==> config.mk <==
export PLATFORM = sky130hd
export DESIGN_NAME = left_shift_seq_flat
export DESIGN_NICKNAME = d
export VERILOG_FILES = /design/src/rtl/left_shift_seq_pkg.sv /design/src/rtl/left_shift_seq_if.sv /design/src/rtl/left_shift_seq_stage.sv /design/src/rtl/left_shift_seq.sv /design/src/flat_wrapper.sv
export SDC_FILE = /design/constraint.sdc
export NUM_CORES = 1
export LEC_CHECK = 0
export CAP_MARGIN = 20
export CORE_MARGIN = 3
export CORE_UTILIZATION = 45
export DETAILED_ROUTE_END_ITERATION = 12
export PLACE_DENSITY = 0.75
export SYNTH_ARGS = -nofsm -noshare
export SYNTH_HDL_FRONTEND = slang
export SYNTH_SLANG_ARGS = --single-unit
==> constraint.sdc <==
create_clock -name clock -period 3.15 [get_ports clock]
set_clock_uncertainty 0.05 [all_clocks]
set_input_delay 0.63 -clock clock [delete_from_list [all_inputs] [get_ports clock]]
set_output_delay 0.63 -clock clock [all_outputs]
set_load 0.03 [all_outputs]
==> src/rtl/left_shift_seq_pkg.sv <==
// Shared ALU shift-path definitions: FSM state encoding and default widths.
package left_shift_seq_pkg;

  localparam int DATA_WIDTH_DEF  = 32;
  localparam int SHAMT_WIDTH_DEF = 5;

  typedef enum logic [1:0] {
    SHIFT_IDLE = 2'd0,
    SHIFT_RUN  = 2'd1,
    SHIFT_DONE = 2'd2
  } shift_state_e;

endpackage

==> src/rtl/left_shift_seq_if.sv <==
// Request/result bundle between the ALU (master) and the iterative shifter (slave).
interface left_shift_seq_if
  import left_shift_seq_pkg::*;
#(
  parameter int DATA_WIDTH  = DATA_WIDTH_DEF,
  parameter int SHAMT_WIDTH = SHAMT_WIDTH_DEF
);

  logic                   ctrl_start;
  logic [DATA_WIDTH-1:0]  data_operand;
  logic [SHAMT_WIDTH-1:0] shamt;
  logic [DATA_WIDTH-1:0]  data_result;
  logic                   data_resultRDY;
  logic                   busy;

  modport master (
    output ctrl_start, data_operand, shamt,
    input  data_result, data_resultRDY, busy
  );

  modport slave (
    input  ctrl_start, data_operand, shamt,
    output data_result, data_resultRDY, busy
  );

endinterface

==> src/rtl/left_shift_seq_stage.sv <==
// One conditional power-of-two left shift; the iterative datapath reuses it for
// every shift-amount bit.
module left_shift_stage
  import left_shift_seq_pkg::*;
#(
  parameter int DATA_WIDTH  = DATA_WIDTH_DEF,
  parameter int SHAMT_WIDTH = SHAMT_WIDTH_DEF
) (
  input  logic [DATA_WIDTH-1:0]  value,
  input  logic                   enable,
  input  logic [SHAMT_WIDTH-1:0] index,
  output logic [DATA_WIDTH-1:0]  shifted
);

  // Shift by 2**index when enabled; zeros enter at the LSB, overflow is dropped.
  always_comb begin
    // NOTE: default assignment first so no path leaves 'shifted' unassigned (no latch).
    shifted = value;
    if (enable) begin
      shifted = value << (32'd1 << index);
    end
  end

endmodule

==> src/rtl/left_shift_seq.sv <==
// Multi-cycle logical left shifter: resolves one shift-amount bit per cycle,
// MSB first, then presents the result with a one-cycle ready pulse.
module left_shift_seq
  import left_shift_seq_pkg::*;
#(
  parameter int DATA_WIDTH  = DATA_WIDTH_DEF,
  parameter int SHAMT_WIDTH = SHAMT_WIDTH_DEF
) (
  input  logic              clock,
  input  logic              reset,
  left_shift_seq_if.slave   bus
);

  if ((2 ** SHAMT_WIDTH) != DATA_WIDTH) begin : g_bad_width
    $error("left_shift_seq: 2**SHAMT_WIDTH must equal DATA_WIDTH");
  end

  localparam logic [SHAMT_WIDTH-1:0] LAST_STAGE = SHAMT_WIDTH'(SHAMT_WIDTH - 1);

  shift_state_e           state;
  logic [DATA_WIDTH-1:0]  acc;
  logic [SHAMT_WIDTH-1:0] shamt_q;
  logic [SHAMT_WIDTH-1:0] stage_idx;
  logic [DATA_WIDTH-1:0]  stage_out;
  logic                   accept;

  // A new request is taken when idle, or in the final cycle of the previous one
  // so the ALU can issue back-to-back shifts without a bubble.
  always_comb begin
    accept = bus.ctrl_start && ((state == SHIFT_IDLE) || (state == SHIFT_DONE));
  end

  left_shift_stage #(
    .DATA_WIDTH  (DATA_WIDTH),
    .SHAMT_WIDTH (SHAMT_WIDTH)
  ) u_stage (
    .value   (acc),
    .enable  (shamt_q[stage_idx]),
    .index   (stage_idx),
    .shifted (stage_out)
  );

  // Control FSM, stage counter, accumulator and registered outputs.
  always_ff @(posedge clock) begin
    // NOTE: all state here uses non-blocking assignments so every register
    // samples the pre-edge values, independent of statement order.
    if (reset) begin
      state              <= SHIFT_IDLE;
      acc                <= '0;
      shamt_q            <= '0;
      stage_idx          <= LAST_STAGE;
      bus.data_result    <= '0;
      bus.data_resultRDY <= 1'b0;
      bus.busy           <= 1'b0;
    end else begin
      bus.data_resultRDY <= 1'b0;

      case (state)
        SHIFT_IDLE: begin
          // Wait for a request; the load itself is handled below.
        end

        SHIFT_RUN: begin
          acc <= stage_out;
          if (stage_idx == '0) begin
            state    <= SHIFT_DONE;
            bus.busy <= 1'b0;
          end else begin
            stage_idx <= stage_idx - 1'b1;
          end
        end

        SHIFT_DONE: begin
          // The result register only moves here, so it holds across later shifts.
          bus.data_result    <= acc;
          bus.data_resultRDY <= 1'b1;
          state              <= SHIFT_IDLE;
        end

        default: state <= SHIFT_IDLE;
      endcase

      // Latch operand and distance; later input changes cannot disturb the run.
      if (accept) begin
        acc       <= bus.data_operand;
        shamt_q   <= bus.shamt;
        stage_idx <= LAST_STAGE;
        state     <= SHIFT_RUN;
        bus.busy  <= 1'b1;
      end
    end
  end

endmodule
==> src/flat_wrapper.sv <==
// flat-port wrapper written by rule: the top's interface ports become plain ports
module left_shift_seq_flat import left_shift_seq_pkg::*;
#(
  parameter int DATA_WIDTH  = DATA_WIDTH_DEF,
  parameter int SHAMT_WIDTH = SHAMT_WIDTH_DEF
)
  (clock, reset, bus_ctrl_start, bus_data_operand, bus_shamt, bus_data_result, bus_data_resultRDY, bus_busy);
  left_shift_seq_if #(.DATA_WIDTH(DATA_WIDTH), .SHAMT_WIDTH(SHAMT_WIDTH)) bus_i ();
  input  logic clock;
  input  logic reset;
  input wire logic [$bits(bus_i.ctrl_start)-1:0] bus_ctrl_start;
  input wire logic [$bits(bus_i.data_operand)-1:0] bus_data_operand;
  input wire logic [$bits(bus_i.shamt)-1:0] bus_shamt;
  output wire logic [$bits(bus_i.data_result)-1:0] bus_data_result;
  output wire logic [$bits(bus_i.data_resultRDY)-1:0] bus_data_resultRDY;
  output wire logic [$bits(bus_i.busy)-1:0] bus_busy;
  assign bus_i.ctrl_start = bus_ctrl_start;
  assign bus_i.data_operand = bus_data_operand;
  assign bus_i.shamt = bus_shamt;
  assign bus_data_result = bus_i.data_result;
  assign bus_data_resultRDY = bus_i.data_resultRDY;
  assign bus_busy = bus_i.busy;
  left_shift_seq #(.DATA_WIDTH(DATA_WIDTH), .SHAMT_WIDTH(SHAMT_WIDTH)) u_core (.clock(clock), .reset(reset), .bus(bus_i));
endmodule
* Word level (Yosys, flattened, before mapping) *
Cells that the tools add are included.

cells by class
  shifts and indexed selects = 2
  reduce and logical (&&, ||, !) cells = 13
  multiply operators = 0
  mux-type cells = 12
  div/mod/pow operators = 0
  magnitude comparators = 1
  add/sub/neg operators = 1
  equality and inequality tests = 5
  bitwise logic cells = 2

operator list
  operator              count
  $mux 32               3
  $shl 1x5->32 const A  1
  $shl 32x32->32        1
  $reduce_and 2->1      5
  $mux 1                6
  $reduce_bool 2->1     3
  $logic_not 5->1       1
  $lt 5x4->1 const B    1
  $sub 5x1->5 const B   1
  $ne 2x1->1 const B    2
  $pmux 2 s2            1
  $bmux 1 s3            1
  $ne 3x1->1 const B    1
  $eq 2x1->1 const B    1
  $eq 2x2->1 const B    1
  $logic_not 2->1       1
  $mux 2                1
  $not 1->1             2
  $reduce_or 2->1       1
  $logic_and 1x1->1     1
  $logic_or 1x1->1      1

storage, ports and cells
  bits in latches = 0
  memories kept = 0
  output and inout port bits = 34
  flip-flop bits (word level) = 78
  RAM bits = 0
  memory bits (read-only) = 0

* Logic depth before layout (Yosys ltp) *
Gate-level depths: netlist (run 1).

  depth after elaboration = 5
  depth in mapped cells = 12

* By module *
A second synthesis (run 1) with hierarchy kept.

second synthesis, totals
  cells, all modules = 693
  area total of the unflattened synthesis = 5012.3 um^2

by module, submodules not included
  module            times used  sequential area each (um^2)  cells an instance  area an instance (um^2)
  left_shift_seq    1           1561.5                       392                3074.2
  left_shift_stage  1           0.0                          301                1938.1

* Least setup slack after synthesis (run 1) *
Ideal clock, no wire load.

  path kind = register to register
  from = register u_core.stage_idx[0]
  to = register u_core.acc[27]
  slack = 533 ps
  data arrival time = 2481 ps
  stages on the path, launching flop included = 11
  data required time = 3014 ps
  clock period less this slack = 2617 ps
  buffers on the path = 2
  path through = dfxtp_1 inv_1 ha_1 buf_2 or4b_4 buf_6 mux2i_1 a221o_1 a211oi_1 a211oi_1 a211oi_1

on the way
  cells in the longest elaborated chain, start to end = 5

ends and longest elaborated chain
  element                 line                        RTL
  from (decl)             left_shift_seq.sv:23        logic [SHAMT_WIDTH-1:0] stage_idx;
  from (signal assigned)  left_shift_seq.sv:69        stage_idx <= stage_idx - 1'b1;
  $shl 1x5->32            left_shift_seq_stage.sv:20  shifted = value << (32'd1 << index);
  $shl 32x32->32          left_shift_seq_stage.sv:20
  $mux 32                 left_shift_seq_stage.sv:19  if (enable) begin
  $mux 32                 left_shift_seq.sv:58        case (state)
  $mux 32                 left_shift_seq.sv:84        if (accept) begin
  to (signal assigned)    left_shift_seq.sv:64        acc <= stage_out;
  to (signal assigned)    left_shift_seq.sv:85        acc <= bus.data_operand;
  to (decl)               left_shift_seq.sv:21        logic [DATA_WIDTH-1:0] acc;

Parallel ways exist; a longest one is shown, timed or not. The select of a mux whose other input is x is not followed.
A chain may end at the register's enable or synchronous reset.

* Worst setup path in the final report (run 1) *
  from = register u_core.stage_idx[0]
  to = register u_core.acc[29]

The elaborated chain is that of the path after synthesis.

==> impl_results.md, run 1 <==
- Status: completed
- Count of input and output buffers: 73
- Total number of yosys warnings: 0
- Hold crit path type: reg2reg
- Syn Area/Cell: between 7 and 8 um2
- Internal Dissipation: approximately 0.0022 W
- Flop and latch count out of synthesis: a little under 80
- Most area-consuming cells after synthesis: dfxtp_1 29%, nand2_1 9.3%, a21oi_1 7.3%
- Slew headroom: 0.489
- H-tree depth: 3
- Nets: between 800 and 900
- # setup viols final: 0
- CP required: ~3300 ps
- Via-to-Cell Ratio: slightly below 7
- Dpl hpwl: approximately 17000 um
- Syn_nets: about 750
- Leak pwr: 2.47 nW
- Area of the core: approximately 11000 um2
- Layout cells sized above 1: 0.138
- DIE AREA: roughly 13000 um2
- Register area: 1560 um2
- Remaining DRCs: 0
- Cts bufs inserted: 9
- Antenna Cells: 0
- CTS clk-pin slew, worst paths: about 60 ps
- # hold bufs at CTS: 0
- Max IR drop VDD: 0.331 mV
- Highest Clock Rate: roughly 0.33 GHz
- First-pass GRT wire length: roughly 35000 um
- Cells after Synth: approximately 710
- Antenna violations before repair: 0
- Most used DFF post-synth: dfxtp_1
- Post-synth cell types: between 70 and 80
- Post-synth EDFFs: 0
- Cell Area, Synth: about 5300 um2
- Std cell rows: 39
- Initial Util: 0.463
- FILL cells: 1087
- Max cap viols: 0
- Vias in the first global route: 5999
- Slew of the pin with the lowest slew margin: around 760 ps
- Most common cell after layout, fill and taps aside: nand2_1
- DR pass1 iterations: 8
- Detailed Route Iter0 Violations: between 700 and 800
- Root Driver: clkbuf_16
- Final Wtd Congestion: 1.05
- WS Path Type: reg2reg
- Slew Viols, Final: 0
- Unrepaired setup endpoints after global routing: no
- Leading area contributor after synthesis: dfxtp_1
- Critical Path Source Type: flip-flop
- Reg2Reg Depth: 9
- Post-DRT Antenna Nets: 0
- Critical Path AT: around 3200 ps
- Post-Layout Cell Count: between 900 and 1000
- Die width: 115 um
- Seq/Total Area, Yosys: 0.294
- Power share of the clock group: 0.361
- Critical-path maximum fanout: 12
- Clock sink count: 78
- Max clock buf depth: 2
- Resized cells post-CTS: 0
- Post-synth top area share: 0.294
- Layout overhead on the synthesized area: 27.8%
- GRT Residual Overflow: 0
- CTS tree: built
- Final Critical Period: 3070 ps
- # IOs: 74
- Most frequent cells in the layout: 131 x nand2_1, 78 x dfxtp_1, 77 x a21oi_1, 72 x clkdlybuf4s50_1, 61 x buf_4
- Psw: 0.00111 W
- Sum Neg Setup Slack: 0 ps
- Wirelength per Cell: roughly 25 um
- GRT Total Usage: 0.351
- Cell count after placement: around 920
- Post-CTS Setup Inserts: 0
- Worst Hold Depth: 2
- Via count: between 6000 and 7000
- Pwr/cell area: between 400 and 500 nW/um2
- Skew-Pair Late Insertion Delay: between 300 and 400 ps
- Drt total wl: 23400 um
- Fin crit share: 0.974
- Area of the multi-input gates: 3450 um2
- Overall Power: 0.00326 W
- Switching part of the total: 0.340
- Critical Path End Type: flip-flop
- Die height: 115 um
- Ys async rst share: 0
- Final Hold Viols: 0
- Gate power share: 0.290
- Sequential power share: 0.349
- Maximum number of pins on one net before global-route repair: 41
[flip-flops by register name (all words and copies together) (netlist names)]
signal / cells
u_core.shamt_q: 5
u_core.bus.busy: 1
u_core.acc: 32
u_core.bus.data_resultRDY: 1
u_core.bus.data_result: 32
u_core.state: 2
u_core.stage_idx: 5
[per-stage QoR]
step | cell area (um2) | worst slack [ps] | util | hold slack [ps]
floorplan | 5310 | 533 | - | 378
global placement | 6400 | 81.1 | 0.558 | 391
detailed placement | 6400 | 62.7 | 0.558 | 396
CTS | 6740 | 25.5 | 0.587 | 404
global route | 6790 | 11.8 | 0.592 | 417
finish | 6790 | 82.6 | 0.592 | 402
[synth_stat cells (4+ instances only)]
master / instances
a211oi_1: 14
a21o_1: 4
a21oi_1: 77
a221o_1: 4
a221oi_1: 10
a222oi_1: 6
a22oi_1: 5
a311oi_1: 7
a31oi_1: 12
a32o_1: 4
a32oi_1: 4
and3_1: 10
buf_1: 4
buf_2: 22
clkbuf_1: 37
dfxtp_1: 78
ha_1: 5
inv_1: 9
mux2_2: 5
mux2i_1: 30
mux4_2: 7
nand2_1: 131
nand2b_1: 7
nand3_1: 10
nand4_1: 6
nor2_1: 47
nor2b_1: 5
nor3_1: 22
nor4_1: 4
o211ai_1: 6
o21ai_0: 37
o221ai_1: 4
o22ai_1: 9
o31ai_1: 6
or3_1: 6
[power groups by stage]
stage	Combinational, W	Sequential, W	Clock, W
final	0.000945	0.00114	0.00118
after CTS	0.000895	0.00113	0.00119
after detailed placement	0.000890	0.00115	0
after floorplan	0.000557	0.00110	0
after global routing	0.000997	0.00114	0.00122
after global placement	0.000891	0.00115	0
[final cells by class]
class,count,area share
clock buffers,11,0.0372
clock inverters,5,0.0120
inverters,10,0.00553
multi-input cells,552,0.508
flip-flops and latches,78,0.230
well taps,143,0.0263
repair buffers,136,0.181
[worst max-delay path: stages (launching register included)]
cell and delay [ps]:
dfxtp_1 390, inv_1 150, ha_2 320, or4b_4 600
buf_4 260, mux2_2 350, o22ai_2 200, a21oi_1 100
a221oi_1 390, o22ai_1 130
[final timing paths]
kind / startpoint / end / slack (ps)
setup / recovery: u_core.stage_idx[0] / u_core.acc[29] / 80
hold / removal: u_core.bus.data_result[21] / u_core.bus.data_result[21] / 400
setup reg to reg: u_core.stage_idx[0] / u_core.acc[29] / 80
hold reg to reg: u_core.bus.data_result[21] / u_core.bus.data_result[21] / 400
[routing by layer]
metal / global-route usage / share of wire / vias to the layer above
li1: - / - / 2788
met1: 0.434 / 0.38 / 2978
met2: 0.553 / 0.45 / 453
met3: 0.0745 / 0.10 / 110
met4: 0.219 / 0.064 / 0
met5: 0 / 0 / -
[logic make-up (layout without fill, tap and decap cells)]
family	Yosys count	count (layout)	share of synthesized area
AND/OR/NAND/NOR	268	268	0.237
AO/OA/AOI/OAI	233	233	0.291
flip-flops	78	78	0.294
multiplexers	42	42	0.0968
buffers and inverters	77	162	0.0633
XOR/XNOR	4	4	0.00659
adder cells (fa/ha/maj)	5	5	0.0118
No activity file was read; power rests on OpenSTA's default activity.
==> run 2: changes to the inputs <==
- SLEW_MARGIN: not set -> 20
==> results of run 2 <==
Same layout as run 1: the final DEF is identical, and so are final timing and power.
==> run 3: changes to the inputs <==
- GPL_TIMING_DRIVEN: not set -> 1
- HOLD_SLACK_MARGIN: not set -> 0.12
- SETUP_SLACK_MARGIN: not set -> 0.05
==> run 3 against run 2 <==
Effect of this change:
- cell count unchanged
- clock power about the same
- critical endpoint is now u_core.acc[6]
- critical path type unchanged
- first-iteration DRC count up 3.8%
- via count up 0.25%
- critical path depth is 1 higher
- largest power group unchanged
==> impl_results.md, run 3 (synthesis results as in run 1) <==
- Hold crit path type: reg2reg
- Std cell rows: 39
- Reg2Reg Depth: 10
- Via-to-Cell Ratio: between 6 and 7
- Remaining DRCs: 0
- Critical-path maximum fanout: 29
- Reg2reg end: u_core.acc[6]
- Final Hold Viols: 0
- Final Wtd Congestion: 1.05
- Pre-CTS setup slack: between 60 and 70 ps
- CTS tree: built
- DIE AREA: around 13000 um2
- Hold Crit Start: u_core.bus.data_result[21]
- Highest Clock Rate: roughly 0.33 GHz
- Post-CTS Setup Inserts: 0
- Final Util: 0.595
- Slew headroom: 0.485
- Gate power share: 0.291
- Via count: ~6300
- Fin crit share: 0.965
- Largest regs: u_core.acc: 32 flops, u_core.bus.data_result: 32 flops
- GRT Total Usage: 0.351
- # setup viols final: 0
- Status: completed
- CTS clk-pin slew, worst paths: 60 ps
- WS Path Type: reg2reg
- CP required: between 3000 and 4000 ps
- Skew-Pair Late Insertion Delay: approximately 350 ps
- Placed cell areas: about 6400 um2
- Clock sink count: 78
- Critical Path AT: ~3200 ps
- Die height: about 110 um
- Slew of the pin with the lowest slew margin: about 770 ps
- Final Critical Period: between 3000 and 4000 ps
- Most frequent cells in the layout: 131 x nand2_1, 78 x dfxtp_1, 77 x a21oi_1, 72 x clkdlybuf4s50_1, 61 x buf_4
- Vias in the first global route: 6000
- Critical Path End Type: flip-flop
- Nets: ~830
- First-pass GRT wire length: ~35000 um
- Slew Viols, Final: 0
- Leak pwr: around 2.5 nW
- DR pass1 iterations: 6
- Setup crit end: u_core.acc[6]
- Crit path from: u_core.stage_idx[1]
- Wirelength per Cell: ~25 um
- Most common cell after layout, fill and taps aside: nand2_1
- Drt total wl: around 23000 um
- Die width: between 100 and 150 um
- Area of the core: 11500 um2
- Power share of the clock group: 0.361
- # hold bufs at CTS: 0
- Layout overhead on the synthesized area: 28.3%
- Setup ws final: 111 ps
- Switching part of the total: 0.341
- Sum Neg Setup Slack: 0 ps
- Critical Path Source Type: flip-flop
- Unrepaired setup endpoints after global routing: yes
- Detailed Route Iter0 Violations: between 700 and 800
- R2r startpoint: u_core.stage_idx[1]
- Root Driver: clkbuf_16
- Maximum number of pins on one net before global-route repair: 41
- GRT Residual Overflow: 0
- Max IR drop VDD: 0.317 mV
- Internal Dissipation: 0.00216 W
- Max clock buf depth: 2
- Initial Util: 0.463
- Dpl hpwl: around 17000 um
- # IOs: 74
- H-tree depth: 3
- Antenna Cells: 0
- Count of input and output buffers: 73
- Layout cells sized above 1: 0.139
- Psw: 0.00112 W
- Antenna violations before repair: 0
- Cts bufs inserted: 9
- Design area: between 6000 and 7000 um2
- Post-DRT Antenna Nets: 0
- Pwr/cell area: 480 nW/um2
- FILL cells: roughly 1100
- Max cap viols: 0
- Reg2reg setup slack: around 110 ps
- Sequential power share: 0.348
-- run 3: worst min path at each step --
stage                            endpoint  slack, ps  cells after the start
2_1_floorplan  u_core.bus.data_result[31]        380                      2
3_3_place_gp   u_core.bus.data_result[12]        390                      2
3_5_place_dp   u_core.bus.data_result[12]        400                      2
4_1_cts        u_core.bus.data_result[12]        400                      2
5_1_grt        u_core.bus.data_result[12]        420                      2
6_report       u_core.bus.data_result[21]        400                      2
-- run 3: layer usage --
layer	vias to the layer above	share of wire	GRT usage	wire, um
met1	2973	0.38	0.432	8870
li1	2800	-	-	-
met5	-	0	0	0
met2	461	0.46	0.553	10700
met3	111	0.10	0.0745	2450
met4	0	0.060	0.222	1400
-- run 3: layout make-up --
| class | count | area [um2] | share of cell area |
|---|---|---|---|
| tap | 143 | 179 | 0.0262 |
| clock buffer | 11 | 253 | 0.0371 |
| inverter | 10 | 37.5 | 0.00551 |
| sequential | 78 | 1560 | 0.229 |
| clock inverter | 5 | 81.3 | 0.0119 |
| multi-input combinational | 552 | 3480 | 0.510 |
| timing repair buffer | 136 | 1230 | 0.180 |
-- run 3: power groups by stage --
| stage | clock (W) | sequential [W] | combinational (W) |
|---|---|---|---|
| floorplan | 0 | 0.00110 | 0.000557 |
| global placement | 0 | 0.00115 | 0.000891 |
| detailed placement | 0 | 0.00115 | 0.000890 |
| CTS | 0.00119 | 0.00113 | 0.000896 |
| global route | 0.00122 | 0.00114 | 0.00101 |
| finish | 0.00118 | 0.00114 | 0.000953 |
-- run 3: worst max-delay path: stages (launching register included) --
cell,delay [ps]
dfxtp_1,460
inv_1,150
ha_1,220
buf_4,200
buf_4,260
inv_1,340
buf_4,260
mux2i_1,350
o21ai_0,200
a222oi_1,340
nor2_1,60
-- run 3: through the flow --
step / std cells / hold slack (ps) / power [W]
after floorplan: 707 / 378 / 0.00166
after global placement: 918 / 391 / 0.00205
after detailed placement: 918 / 396 / 0.00204
after CTS: 934 / 404 / 0.00322
after global routing: 935 / 417 / 0.00336
final: 935 / 402 / 0.00328
-- run 3: timing repair --
item	4_1_cts	5_1_grt
setup endpoints to repair	1	13
gates resized for setup	1	9
gates cloned	0	1
